File: src/rtl/wb_arb_pkg.sv
// rtl/wb_arb_pkg.sv - shared constants and helpers for the writeback arbiter
package wb_arb_pkg;

  localparam logic [4:0] REG_X0 = 5'd0;

  typedef enum logic {
    SRC_IP  = 1'b0,
    SRC_LSP = 1'b1
  } wb_src_e;

  // Writes aimed at x0 are architecturally dropped, so they only retire.
  function automatic logic is_write(input logic valid, input logic wb_en, input logic [4:0] dst);
    return valid && wb_en && (dst != REG_X0);
  endfunction

endpackage

File: src/rtl/wb_arb.sv
// rtl/wb_arb.sv - writeback arbiter for the single register-file write port
module wb_arb
  import wb_arb_pkg::*;
#(
  parameter int STARVE_LIMIT = 3
) (
  input  logic        clk,
  input  logic        rst,
  input  logic [4:0]  ip_wb_dst,
  input  logic [63:0] ip_wb_result,
  input  logic [63:0] ip_wb_pc,
  input  logic        ip_wb_wb_en,
  input  logic        ip_wb_valid,
  output logic        ip_wb_ready,
  input  logic [4:0]  lsp_wb_dst,
  input  logic [63:0] lsp_wb_result,
  input  logic [63:0] lsp_wb_pc,
  input  logic        lsp_wb_wb_en,
  input  logic        lsp_wb_valid,
  output logic        lsp_wb_ready,
  output logic        rf_wen,
  output logic [4:0]  rf_wdst,
  output logic [63:0] rf_wdata,
  output logic [63:0] retire_cnt
);

  localparam logic [3:0] LIMIT = 4'(STARVE_LIMIT);

  logic [3:0] starve_cnt;
  logic       ip_req, lsp_req, contended;
  logic       grant_ip, grant_lsp;
  logic       ip_acc, lsp_acc;
  logic       unused_pc;

  assign unused_pc = ^{ip_wb_pc, lsp_wb_pc};

  always_comb begin
    ip_req    = is_write(ip_wb_valid, ip_wb_wb_en, ip_wb_dst);
    lsp_req   = is_write(lsp_wb_valid, lsp_wb_wb_en, lsp_wb_dst);
    contended = ip_req && lsp_req;
    grant_lsp = lsp_req && (!ip_req || (starve_cnt < LIMIT));
    grant_ip  = ip_req && !grant_lsp;
    // Retire-only entries bypass the write port and are always accepted.
    ip_wb_ready  = !rst && ((ip_wb_valid && !ip_req) || grant_ip);
    lsp_wb_ready = !rst && ((lsp_wb_valid && !lsp_req) || grant_lsp);
    ip_acc  = ip_wb_valid && ip_wb_ready;
    lsp_acc = lsp_wb_valid && lsp_wb_ready;
  end

  always_ff @(posedge clk) begin
    if (rst) begin
      starve_cnt <= 4'd0;
    end else if (contended && grant_lsp) begin
      if (starve_cnt != 4'hF) starve_cnt <= starve_cnt + 4'd1;
    end else if (grant_ip || !ip_wb_valid) begin
      starve_cnt <= 4'd0;
    end
  end

  always_ff @(posedge clk) begin
    if (rst) begin
      rf_wen   <= 1'b0;
      rf_wdst  <= 5'd0;
      rf_wdata <= 64'd0;
    end else begin
      rf_wen <= grant_ip || grant_lsp;
      if (grant_lsp) begin
        rf_wdst  <= lsp_wb_dst;
        rf_wdata <= lsp_wb_result;
      end else if (grant_ip) begin
        rf_wdst  <= ip_wb_dst;
        rf_wdata <= ip_wb_result;
      end
    end
  end

  always_ff @(posedge clk) begin
    if (rst) retire_cnt <= 64'd0;
    else     retire_cnt <= retire_cnt + 64'(ip_acc) + 64'(lsp_acc);
  end

`ifdef VERBOSE
  always_ff @(posedge clk) begin
    if (ip_acc)
      $display("wb_arb: pc=%h dst=%0d data=%h src=%s", ip_wb_pc, ip_wb_dst, ip_wb_result, SRC_IP.name());
    if (lsp_acc)
      $display("wb_arb: pc=%h dst=%0d data=%h src=%s", lsp_wb_pc, lsp_wb_dst, lsp_wb_result, SRC_LSP.name());
  end
`endif

endmodule

File: config.mk
export PLATFORM = sky130hd
export DESIGN_NAME = wb_arb
export DESIGN_NICKNAME = d
export VERILOG_FILES = /design/src/rtl/wb_arb_pkg.sv /design/src/rtl/wb_arb.sv
export SDC_FILE = /design/constraint.sdc
export NUM_CORES = 1
export LEC_CHECK = 0
export BUFFER_PORTS_ARGS = -buffer_cell sky130_fd_sc_hd__buf_2
export CAP_MARGIN = 20
export CORE_AREA = 2 2 158 160
export DETAILED_ROUTE_END_ITERATION = 10
export DIE_AREA = 0 0 160 162
export PLACE_DENSITY = 0.6
export SYNTH_ARGS = -nofsm -noshare
export SYNTH_HDL_FRONTEND = slang
export SYNTH_SLANG_ARGS = --single-unit
export TNS_END_PERCENT = 30
File: constraint.sdc
create_clock -name clk -period 4.5 [get_ports clk]
set_clock_uncertainty 0.15 [all_clocks]
set_input_delay 0.225 -clock clk [delete_from_list [all_inputs] [get_ports clk]]
set_output_delay 0.225 -clock clk [all_outputs]
set_load 0.01 [all_outputs]
==> Word-level counts from Yosys, hierarchy flattened <==
Cells that the tools add are included.
{ "word_totals": {"regBits": 138, "wordCells": 47, "inputBits": 272, "output_inout_bits": 136} }
{ "op_classes": {"eq_ne": 2, "add_sub_neg": 3, "reduce_logical": 29, "n_mux": 7, "n_lt_le_gt_ge": 1} }
{ "ops": {"columns": ["operator", "n"], "rows": [
  ["adder 64 x 1 -> 64 bit", 2],
  ["2-to-1 mux 64 bit", 2],
  ["logical AND 1 bit", 14],
  ["2-to-1 mux 4 bit", 3],
  ["2-to-1 mux 5 bit", 2],
  ["nonzero test 5 bit", 2],
  ["logical NOT 1 bit", 5],
  ["logical OR 1 bit", 5],
  ["adder 4 x 1 -> 4 bit (second input constant)", 1],
  ["less-than comparator 4 x 2 -> 1 bit (second input constant)", 1],
  ["inequality test 4 bit (second input constant)", 1],
  ["nonzero test 2 bit", 2],
  ["inequality test 2 x 1 -> 1 bit (second input constant)", 1],
  ["AND reduction 2 bit", 1]
]} }

==> Logic depth before layout (Yosys ltp) <==
Gate-level depths: netlist (run 1).
{ "depth": {"word_depth": 12, "ltp_mapped": 18, "ltp_nobuf": 15} }

==> Least setup slack after synthesis (run 1) <==
No wires, ideal clock.
{ "synth_timing": {"path_kind": "input to register", "startpoint": "input lsp_wb_dst[1]", "endpoint": "register retire_cnt[52]", "slack_ns": 0.306, "path_buffers": 3, "setup_ns": 0.128, "t_arrival_ns": 3.916, "cell_stages": 17, "cell_sequence": "or4_1 o211ai_1 nor2_1 buf_2 a21oi_1 inv_1 fa_1 inv_1 ha_1 nand2_1 or3_1 or4_4 buf_6 buf_6 nor3_1 xnor2_1 nor2_1"} }
{ "synth_via": {"elab_chain_cells": 10} }
{ "synth_lines": {"columns": ["item", "line", "rtl"], "rows": [
  ["from (decl)", "wb_arb.sv:15", "input logic [4:0] lsp_wb_dst,"],
  ["nonzero test 5 bit", "wb_arb_pkg.sv:13", "return valid && wb_en && (dst != REG_X0);"],
  ["logical AND 1 bit", "wb_arb_pkg.sv:13", null],
  ["logical AND 1 bit", "wb_arb.sv:41", "grant_lsp = lsp_req && (!ip_req || (starve_cnt < LIMIT));"],
  ["logical NOT 1 bit", "wb_arb.sv:42", "grant_ip = ip_req && !grant_lsp;"],
  ["logical AND 1 bit", "wb_arb.sv:42", null],
  ["logical OR 1 bit", "wb_arb.sv:44", "ip_wb_ready = !rst && ((ip_wb_valid && !ip_req) || grant_ip);"],
  ["logical AND 1 bit", "wb_arb.sv:44", null],
  ["net ip_wb_ready", "wb_arb.sv:14", "output logic ip_wb_ready,"],
  ["logical AND 1 bit", "wb_arb.sv:46", "ip_acc = ip_wb_valid && ip_wb_ready;"],
  ["adder 64 x 1 -> 64 bit (2 in a row)", "wb_arb.sv:79", "else retire_cnt <= retire_cnt + 64'(ip_acc) + 64'(lsp_acc);"],
  ["to (signal assigned)", "wb_arb.sv:79", null],
  ["to (decl)", "wb_arb.sv:24", "output logic [63:0] retire_cnt"]
]} }
The timed path passes the listed nets, and every way through them passes these cells.
A chain may end at the register's enable or synchronous reset.

==> Worst setup path in the final report (run 1) <==
{ "layout_timing": {"startpoint": "input lsp_wb_dst[1]", "endpoint": "register retire_cnt[60]"} }
{ "layout_via": {"elab_chain_cells": 10} }
{ "layout_lines": {"columns": ["item", "line"], "rows": [
  ["nonzero test 5 bit *", "wb_arb_pkg.sv:13"],
  ["logical AND 1 bit *", "wb_arb_pkg.sv:13"],
  ["logical AND 1 bit", "wb_arb.sv:41"],
  ["logical NOT 1 bit", "wb_arb.sv:42"],
  ["logical AND 1 bit", "wb_arb.sv:42"],
  ["logical OR 1 bit", "wb_arb.sv:44"],
  ["logical AND 1 bit", "wb_arb.sv:44"],
  ["logical AND 1 bit", "wb_arb.sv:46"],
  ["adder 64 x 1 -> 64 bit", "wb_arb.sv:79"],
  ["adder 64 x 1 -> 64 bit *", "wb_arb.sv:79"]
]} }
Every way passes the cells marked *; elsewhere a longest branch is shown, timed or not.

==> results of run 1 <==
[area by class of cell]
class,instances,area share [%]
Sequential cell,138,27.9
Tap cell,324,4.09
Clock buffer,18,4.43
Antenna cell,2,0.0505
Timing Repair Buffer,439,29.8
Clock inverter,14,1.28
Multi-Input combinational cell,557,32.0
Inverter,13,0.492
[worst max-delay path by stage]
stage	end	slack [ps]	cells after the start
floorplan	retire_cnt[52]	310	17
global placement	retire_cnt[56]	100	16
detailed placement	retire_cnt[56]	130	16
CTS	retire_cnt[56]	20	17
global route	retire_cnt[40]	10	18
finish	retire_cnt[60]	260	18
[critical path: stages]
cell and delay (ps):
dlygate4sd3_1 540, buf_2 130, or4_1 550, o211ai_1 190, buf_4 150, nor2_4 40
a21oi_1 160, buf_4 140, inv_1 40, fa_1 370, inv_1 70, ha_1 150
nand2_1 70, or3_1 380, or4_4 570, nor4_2 340, xnor2_1 150, nor2_1 50
[cells by family (layout without fill, tap and decap cells)]
logic type                 count (synthesis)  after routing  synth area share, %
xor gates and xnor gates                  54             54                 7.66
DFF                                      138            138                 44.7
AOI/OAI and AO/OA                         94             94                 12.3
other                                      0              2                    0
adders and majority gates                  3              3                0.729
muxes                                      1              1                0.182
and+or+nand+nor                          405            405                 29.8
buffers and inverters                     66            484                 4.66
[cell usage in the layout (no fill, tap or decap), types with 2 or more instances in the layout]
cell           Yosys  final
buf_4              0     20
nor3_2             8      8
dlygate4sd3_1      0    141
nand2_1          162    161
inv_8              0      3
a311oi_1          69     69
and4_1             4      4
clkbuf_16          0     17
clkinv_4           0      2
xor2_1            20     20
and3_1             3      3
or4_1              3      2
buf_2              8    278
nor3_1            12     12
a21oi_1           10     10
xnor2_1           34     34
dfxtp_1          138    138
inv_6              0      6
o21ai_0            7      7
nand3_1           24     24
nor2b_1            3      3
nor4_1             9      7
or3_1             10     10
or4_4              1      2
nand4_1           14     14
ha_1               2      2
nor4_2             5      7
clkinvlp_4         0      3
inv_1             13     13
o211a_1            2      2
nor2_1           139    138
diode_2            0      2
[power breakdown]
group          switching (uW)  internal (uW)  total, uW
Clock                     637            745       1380
Combinational             238            255        494
Sequential               31.2           1280       1310
Total                     906           2280       3190
[Yosys cell counts, types with 4 or more instances]
cell type  instances
a21oi_1           10
nor4_2             5
and4_1             4
o21ai_0            7
dfxtp_1          138
or3_1             10
clkbuf_1          39
nor3_1            12
xor2_1            20
a311oi_1          69
buf_2              8
nand4_1           14
nor3_2             8
nor2_1           139
xnor2_1           34
buf_6              4
nor4_1             9
nand2_1          162
nand3_1           24
inv_1             13
[state kept, by name, indices dropped and copies added, names as in the netlist]
name and cells:
retire_cnt 64, rf_wdata 64, rf_wdst 5, rf_wen 1
starve_cnt 4
[repair_timing]
action	CTS	global route
hold buffers	141	0
gates resized for setup	0	3
hold endpoints to repair	71	0
buffers inserted	0	2
endpoints found under the setup margin	0	14
[per-layer routing]
| metal | vias to the layer above | routed length, um | global-route usage [%] |
|---|---|---|---|
| li1 | 3441 | - | - |
| met1 | 3185 | 9480 | 20.1 |
| met2 | 256 | 10600 | 29.4 |
| met3 | 25 | 1560 | 4.90 |
| met4 | 2 | 433 | 5.61 |
| met5 | - | 11 | 0 |
[metrics by stage]
stage               cell area (um^2)  instances  util (%)  hold slack, ps
detailed placement              7900       1328      32.8             337
finish                          9910       1505      41.1             117
floorplan                       6180        761         -             227
global placement                7900       1328      32.8             326
global route                    9910       1504      41.1             134
CTS                             9870       1501      41.0            83.2
==> results.json, run 1 <==
{
  "rsz0062_at_grt": "no",
  "dpl_worst_slack_ps": 129,
  "cp-start-kind": "primary input",
  "clock_path_buffers": 2,
  "critPathMaxFanout": 15,
  "powerDensity_nw_per_um2": 322,
  "cts_made_buffers": 17,
  "synth_top_area_cell": "dfxtp_1",
  "seq_area_um2": 2760,
  "fmax_ghz": 0.236,
  "r2r_slack_ps": 590,
  "h-tree-depth": 4,
  "routed_wl_um": 22100,
  "grt_antenna_before_repair": 2,
  "syn_to_final_growth_pct": 60.4,
  "vdd_drop_max_mv": 0.154,
  "antenna_left": 0,
  "power_uw": 3190,
  "syn_area_um2": 6180,
  "worstHoldStart": "ip_wb_wb_en",
  "timing.rr.start": "starve_cnt[0]",
  "layout-drive-gt1-share_pct": 30.1,
  "rows": 57,
  "syn-num-nets": 1036,
  "cts_sinks": 138,
  "grt_usage_pct": 16.9,
  "detail_route.iter0.violations": 398,
  "grt_pass1_wl_um": 35200,
  "critPathLaunch": "lsp_wb_dst[1]",
  "outcome": "finished clean",
  "setup_viol": 0,
  "core_area_um2": 24100,
  "synth_warnings": 0,
  "finalHoldViolations": 0,
  "ys_ff_latch": 138,
  "rr_worst_depth": 15,
  "vias_per_cell": 4.59,
  "wl_per_cell_um": 14.7,
  "fin_nets": 1441,
  "gp_congestion": 0.813,
  "die_h_um": 162,
  "synth_ff_type": "dfxtp_1",
  "grt_pass1_vias": 6831,
  "multi_input_area_um2": 3170,
  "fillers": 2444,
  "cp.required_ps": 4610,
  "syn_inst": 761,
  "portBuffers": 279,
  "cts_tree": "built",
  "fin_ws_ps": 261,
  "hold_path.class": "in -> reg",
  "synth_cell_types": 43,
  "ios": 408,
  "start_util_pct": 25.6,
  "post_synth.cell_area_avg_um2": 8.12,
  "synth-async-reset-ratio_pct": 0,
  "die_w_um": 160,
  "overflow": 0,
  "cts-root-buf": "clkbuf_16",
  "slew_headroom_pct": 27.5,
  "holdPathStages": 3,
  "cts.clk_slew.worst_paths_ps": 60,
  "finalSetupTns_ps": 0,
  "cp-end-kind": "flip-flop",
  "yosysTopAreaCellShare_pct": 44.7,
  "drc": 0,
  "dieArea_um2": 25900,
  "critPathKind": "in -> reg",
  "synth_area_leaders": "dfxtp_1, nand2_1, a311oi_1",
  "maxCapViolCount": 0,
  "dp_hpwl_um": 14600,
  "firstDrtPassIters": 4,
  "grt_start_max_net_pins": 100,
  "cp.arrival_ps": 4350,
  "routed-via-count": 6909,
  "r2r-end": "retire_cnt[60]",
  "tightest_slew_ps": 1090,
  "finalCritPeriodShare_pct": 94.2,
  "power_leakage_uw": 0.00438,
  "fin_crit_ps": 4240,
  "synth-edff-count": 0,
  "clk_latency_ps": 420,
  "maxSlewViolCount": 0,
  "min_to": "starve_cnt[3]",
  "ys_seq_area_share_pct": 44.7
}
Note: power is estimated with default switching activity, not from simulation.
==> run 2, diff against run 1 <==
--- a/config.mk
+++ b/config.mk
@@ -7,10 +7,10 @@
 export LEC_CHECK = 0
 export BUFFER_PORTS_ARGS = -buffer_cell sky130_fd_sc_hd__buf_2
 export CAP_MARGIN = 20
-export CORE_AREA = 2 2 158 160
+export CORE_AREA = 2 2 157 159
 export DETAILED_ROUTE_END_ITERATION = 10
-export DIE_AREA = 0 0 160 162
-export PLACE_DENSITY = 0.6
+export DIE_AREA = 0 0 159 161
+export PLACE_DENSITY = 0.61
 export SYNTH_ARGS = -nofsm -noshare
 export SYNTH_HDL_FRONTEND = slang
 export SYNTH_SLANG_ARGS = --single-unit
==> run 2 against run 1 <==
- fmax decreased by 1.5%
- cell count about the same
- count of clock-buffer cells in the layout unchanged
- sequential share of layout area decreased by 0.13 points
- first-iteration DRC count increased by 10%
- highest routed layer is now met4
==> results.json, run 2 (same netlist as run 1, synthesis figures left out) <==
{
  "finalHoldViolations": 0,
  "outcome": "finished clean",
  "cts-root-buf": "clkbuf_16",
  "comb_power_share_pct": 15.4,
  "cpPeakStageDelay_ps": 570,
  "p_int_uw": 2330,
  "swShare_pct": 27.5,
  "switchingPower_uw": 884,
  "fin_crit_ps": 4300,
  "vdd_drop_max_mv": 0.168,
  "rsz0062_at_grt": "no",
  "fin_area_um2": 9960,
  "wl_per_cell_um": 14.7,
  "fin_nets": 1443,
  "critPathKind": "in -> reg",
  "cp.arrival_ps": 4410,
  "portBuffers": 279,
  "rr_worst_depth": 16,
  "final_cell_mix": "buf_2, nand2_1, dlygate4sd3_1, nor2_1, dfxtp_1",
  "cp-end-kind": "flip-flop",
  "holdPathStages": 3,
  "worst-path-stages": 18,
  "cts.clk_slew.worst_paths_ps": 60,
  "finalCritPeriodShare_pct": 95.7,
  "syn_to_final_growth_pct": 61.2,
  "firstDrtPassIters": 5,
  "hold_path.class": "in -> reg",
  "clock_path_buffers": 2,
  "fillers": 2440,
  "cts_made_buffers": 17,
  "grt_usage_pct": 17.0,
  "cts_tree": "built",
  "cp_top_family": "simple AND/OR/NAND/NOR gates",
  "finalSetupTns_ps": 0,
  "dieArea_um2": 25600,
  "grt_start_max_net_pins": 87,
  "power_leakage_uw": 0.00440,
  "top_regs": "retire_cnt (64), rf_wdata (64), rf_wdst (5)",
  "clk_latency_ps": 420,
  "cp.required_ps": 4610,
  "die_w_um": 159,
  "die_h_um": 161,
  "grt_antenna_before_repair": 1,
  "drc": 0,
  "gp_congestion": 0.790,
  "routed-via-count": 6923,
  "p_clk_share_pct": 43.8,
  "maxSlewViolCount": 0,
  "critPathMaxFanout": 7,
  "final_common_cell": "buf_2",
  "path_buf_inv": 5,
  "seq_power_share_pct": 40.8,
  "cts_sinks": 138,
  "cp_cell_sequence": "dlygate4sd3_1, buf_2, or4_1, o211ai_2, nor2_1, nand2_1, and3b_2, inv_1, fa_1, inv_1, ha_1, nand2_1, or3_4, or4_4, buf_4, nor3_2, xnor2_1, nor2_1",
  "h-tree-depth": 4,
  "rows": 57,
  "tightest_slew_ps": 973,
  "core_area_um2": 24000,
  "powerDensity_nw_per_um2": 323,
  "overflow": 0,
  "routed_wl_um": 22200,
  "place_area_um2": 7900,
  "detail_route.iter0.violations": 439,
  "fmax_ghz": 0.232,
  "cp-start-kind": "primary input",
  "grt_pass1_vias": 6864,
  "maxCapViolCount": 0,
  "antenna_left": 0,
  "ios": 408,
  "slew_headroom_pct": 35.1,
  "start_util_pct": 25.8,
  "vias_per_cell": 4.60,
  "dp_hpwl_um": 14400,
  "cpMaxStageDelayCell": "or4_1",
  "grt_pass1_wl_um": 35000,
  "setup_viol": 0,
  "layout-drive-gt1-share_pct": 30.5
}
-- run 2: changes by cell type in the layout (fill, tap and decap cells not counted), sizes merged --
cell,delta
diode,-1
or4,+1
clkinvlp,-1
bufinv,+1
buf,+1
-- run 2: path summary, 6_finish.rpt --
check                                 endpoint          start  slack (ps)
worst max-delay path            retire_cnt[46]   ip_wb_dst[1]         200
worst min-delay path             starve_cnt[3]    ip_wb_wb_en         150
worst max register to register  retire_cnt[46]  starve_cnt[0]         540
worst min register to register   starve_cnt[1]  starve_cnt[1]         340
-- run 2: per-layer routing --
| metal | wire length, um | track usage (%) | up-vias | part of all wire [%] |
|---|---|---|---|---|
| met5 | 0 | 0 | - | 0 |
| met4 | 468 | 6.03 | 0 | 2.1 |
| met3 | 1710 | 5.73 | 26 | 7.7 |
| met2 | 10500 | 28.1 | 272 | 47 |
| met1 | 9520 | 20.6 | 3165 | 43 |
| li1 | - | - | 3460 | - |
-- run 2: cell type report --
type | instances | area, um^2 | share of cell area (%)
tap | 324 | 405 | 4.07
antenna | 1 | 2.50 | 0.0251
timing repair buffer | 440 | 2960 | 29.7
inverter | 13 | 48.8 | 0.490
clock inverter | 14 | 146 | 1.47
multi-input combinational | 558 | 3190 | 32.0
sequential | 138 | 2760 | 27.7
clock buffer | 18 | 439 | 4.41
-- run 2: power by group through the flow --
stage	registers [uW]	logic [uW]	clock network [uW]
after floorplan	1370	157	0
after global placement	1340	362	0
after detailed placement	1340	362	0
after CTS	1310	485	1460
after global routing	1320	543	1510
final	1310	495	1410
-- run 2: worst min-delay path, cell delays in order --
cell	delay, ps
buf_2	100
o211a_1	240
a211oi_1	90
-- run 2: repair_timing --
| action | 4_1_cts | 5_1_grt |
|---|---|---|
| setup endpoints to repair | 0 | 19 |
| endpoints found under the hold margin | 71 | 0 |
| hold buffers | 141 | 0 |
| gates resized for setup | 0 | 7 |
| buffers inserted | 0 | 2 |
-- run 2: stage by stage --
stage               util, %  power, uW  hold WS, ps  setup WS (ps)  std cells
floorplan                 -       1520          227            306        761
global placement       33.0       1700          325            107       1329
detailed placement     33.0       1700          331            134       1329
CTS                    41.3       3260         93.7          0.731       1502
global route           41.5       3380          158           1.95       1505
finish                 41.5       3220          145            196       1506
==> run 3, diff against run 2 <==
--- a/config.mk
+++ b/config.mk
@@ -5,12 +5,13 @@
 export SDC_FILE = /design/constraint.sdc
 export NUM_CORES = 1
 export LEC_CHECK = 0
-export BUFFER_PORTS_ARGS = -buffer_cell sky130_fd_sc_hd__buf_2
 export CAP_MARGIN = 20
 export CORE_AREA = 2 2 157 159
 export DETAILED_ROUTE_END_ITERATION = 10
 export DIE_AREA = 0 0 159 161
-export PLACE_DENSITY = 0.61
+export DONT_BUFFER_PORTS = 1
+export PLACE_DENSITY = 0.46
+export RECOVER_POWER = 25
 export SYNTH_ARGS = -nofsm -noshare
 export SYNTH_HDL_FRONTEND = slang
 export SYNTH_SLANG_ARGS = --single-unit
==> run 3 against run 2 <==
- routed wire length shrank 8.5%
- total power shrank 1.3%
- register-to-register slack worse by 120 ps
- worst hold slack worse by 48 ps
- first-iteration DRC count is 25% lower
- sequential cell count is the same
- count of clock-buffer cells in the layout unchanged
- cell count fell by 19%
- fmax is 4.8% higher
- global-route usage decreased by 1.4 points
- largest cell class unchanged
- largest power group unchanged
- highest routed layer unchanged
==> results.json, run 3 (same netlist as run 1, synthesis figures left out) <==
{
  "cp-end-kind": "flip-flop",
  "post_cts_buffers": 0,
  "cts-root-buf": "clkbuf_16",
  "dpl_worst_slack_ps": 97.3,
  "r2r_slack_ps": 420,
  "cts_tree": "built",
  "finalSetupTns_ps": 0,
  "grt_usage_pct": 15.6,
  "rsz0062_at_grt": "no",
  "r2r-end": "retire_cnt[56]",
  "met2_length_um": 9240,
  "powerDensity_nw_per_um2": 373,
  "power_leakage_uw": 0.00311,
  "die_h_um": 161,
  "clock_path_buffers": 2,
  "overflow": 0,
  "final_cell_mix": "nand2_1, dlygate4sd3_1, nor2_1, dfxtp_1, a311oi_1",
  "syn_to_final_growth_pct": 37.8,
  "cp.arrival_ps": 4230,
  "h-tree-depth": 4,
  "wl_met3_um": 2140,
  "setup_viol": 0,
  "firstDrtPassIters": 4,
  "detail_route.iter0.violations": 328,
  "grt_antenna_before_repair": 0,
  "routed-via-count": 5777,
  "outcome": "finished clean",
  "critPathMaxFanout": 15,
  "drc": 0,
  "portBuffers": 0,
  "timing.rr.start": "starve_cnt[0]",
  "vdd_drop_max_mv": 0.152,
  "fin_ws_ps": 395,
  "grt_pass1_wl_um": 31900,
  "clk_latency_ps": 410,
  "top_regs": "retire_cnt (64), rf_wdata (64), rf_wdst (5)",
  "cts_sinks": 138,
  "dieArea_um2": 25600,
  "core_area_um2": 24000,
  "fin_nets": 1156,
  "hold_path.class": "in -> reg",
  "finalCritPeriodShare_pct": 91.2,
  "cp-start-kind": "primary input",
  "fmax_ghz": 0.244,
  "ios": 408,
  "layout-drive-gt1-share_pct": 7.38,
  "rows": 57,
  "cts.clk_slew.worst_paths_ps": 60,
  "grt_start_max_net_pins": 140,
  "antenna_left": 0,
  "maxSlewViolCount": 0,
  "critPathLaunch": "ip_wb_valid",
  "cp.required_ps": 4630,
  "dp_hpwl_um": 13300,
  "n_antenna_cell": 0,
  "start_util_pct": 25.8,
  "cts_made_buffers": 17,
  "fillers": 2527,
  "gp_congestion": 0.735,
  "power_uw": 3180,
  "wl_met1_um": 8650,
  "rr_worst_depth": 16,
  "maxCapViolCount": 0,
  "die_w_um": 159,
  "seq_area_um2": 2760,
  "critPathKind": "in -> reg",
  "wl_per_cell_um": 16.7,
  "multi_input_area_um2": 3160,
  "grt_pass1_vias": 5650,
  "vias_per_cell": 4.74,
  "tightest_slew_ps": 783,
  "routed.top_layer": "met4",
  "slew_headroom_pct": 47.8,
  "fin_crit_ps": 4110,
  "routed_wl_um": 20300,
  "finalHoldViolations": 0,
  "critPathCapture": "retire_cnt[56]",
  "final_common_cell": "nand2_1"
}
==> run 3: changes by cell type in the layout (fill, tap and decap cells not counted), moves of 2 or more <==
cell       change
or4_4          -2
bufinv_16      +2
nor4_2         -2
buf_2        -278
clkbuf_1       +2
buf_4         -10
nor4_1         +2
==> run 3: worst max-delay path: stages <==
cell and delay [ps]:
dlygate4sd3_1 680, o211ai_2 130, nor2_1 160, buf_4 140
nor2_4 30, a21oi_1 300, inv_1 90, fa_1 400
inv_1 70, ha_1 200, nand2_1 80, or3_1 460
or4_4 660, nor4_1 390, xnor2_1 160, nor2_1 50
==> run 3: layout make-up <==
class	count	share of cell area, %
clock buffer	18	5.04
clock inverter	14	2.17
inverter	13	0.573
multi-input combinational	557	37.1
sequential	138	32.4
tap	324	4.76
timing repair buffer	154	17.9
==> run 3: per-layer routing <==
metal / vias up / track usage [%]
met1: 2674 / 18.9
met4: 0 / 4.46
met2: 220 / 24.6
met5: - / 0
met3: 21 / 7.42
li1: 2862 / -
==> run 3: per-stage QoR <==
stage | cells | hold slack (ps) | instance area (um^2) | utilization [%]
floorplan | 761 | 227 | 6180 | -
CTS | 1218 | 32.9 | 8510 | 35.5
detailed placement | 1044 | 162 | 6460 | 27.0
finish | 1218 | 97.0 | 8510 | 35.5
global placement | 1044 | 159 | 6460 | 27.0
global route | 1218 | 93.9 | 8510 | 35.5
==> run 3: power by group <==
group / internal, uW / switching (uW)
combinational: 173 / 152
sequential: 1280 / 86.7
clock: 888 / 595
==> run 3: repair_timing <==
item | CTS | global route
resized for setup | 0 | 1
endpoints found under the setup margin | 0 | 1
endpoints found under the hold margin | 138 | 0
hold buffers | 142 | 0
==> run 3: worst min path at each step <==
stage | from | endpoint | slack (ps) | cells past startpoint
floorplan | ip_wb_result[13] | rf_wdata[13] | 230 | 2
global placement | rst | retire_cnt[43] | 160 | 1
detailed placement | rst | retire_cnt[62] | 160 | 1
CTS | lsp_wb_wb_en | rf_wen | 30 | 3
global route | ip_wb_dst[0] | starve_cnt[1] | 90 | 4
finish | ip_wb_dst[0] | starve_cnt[1] | 100 | 4
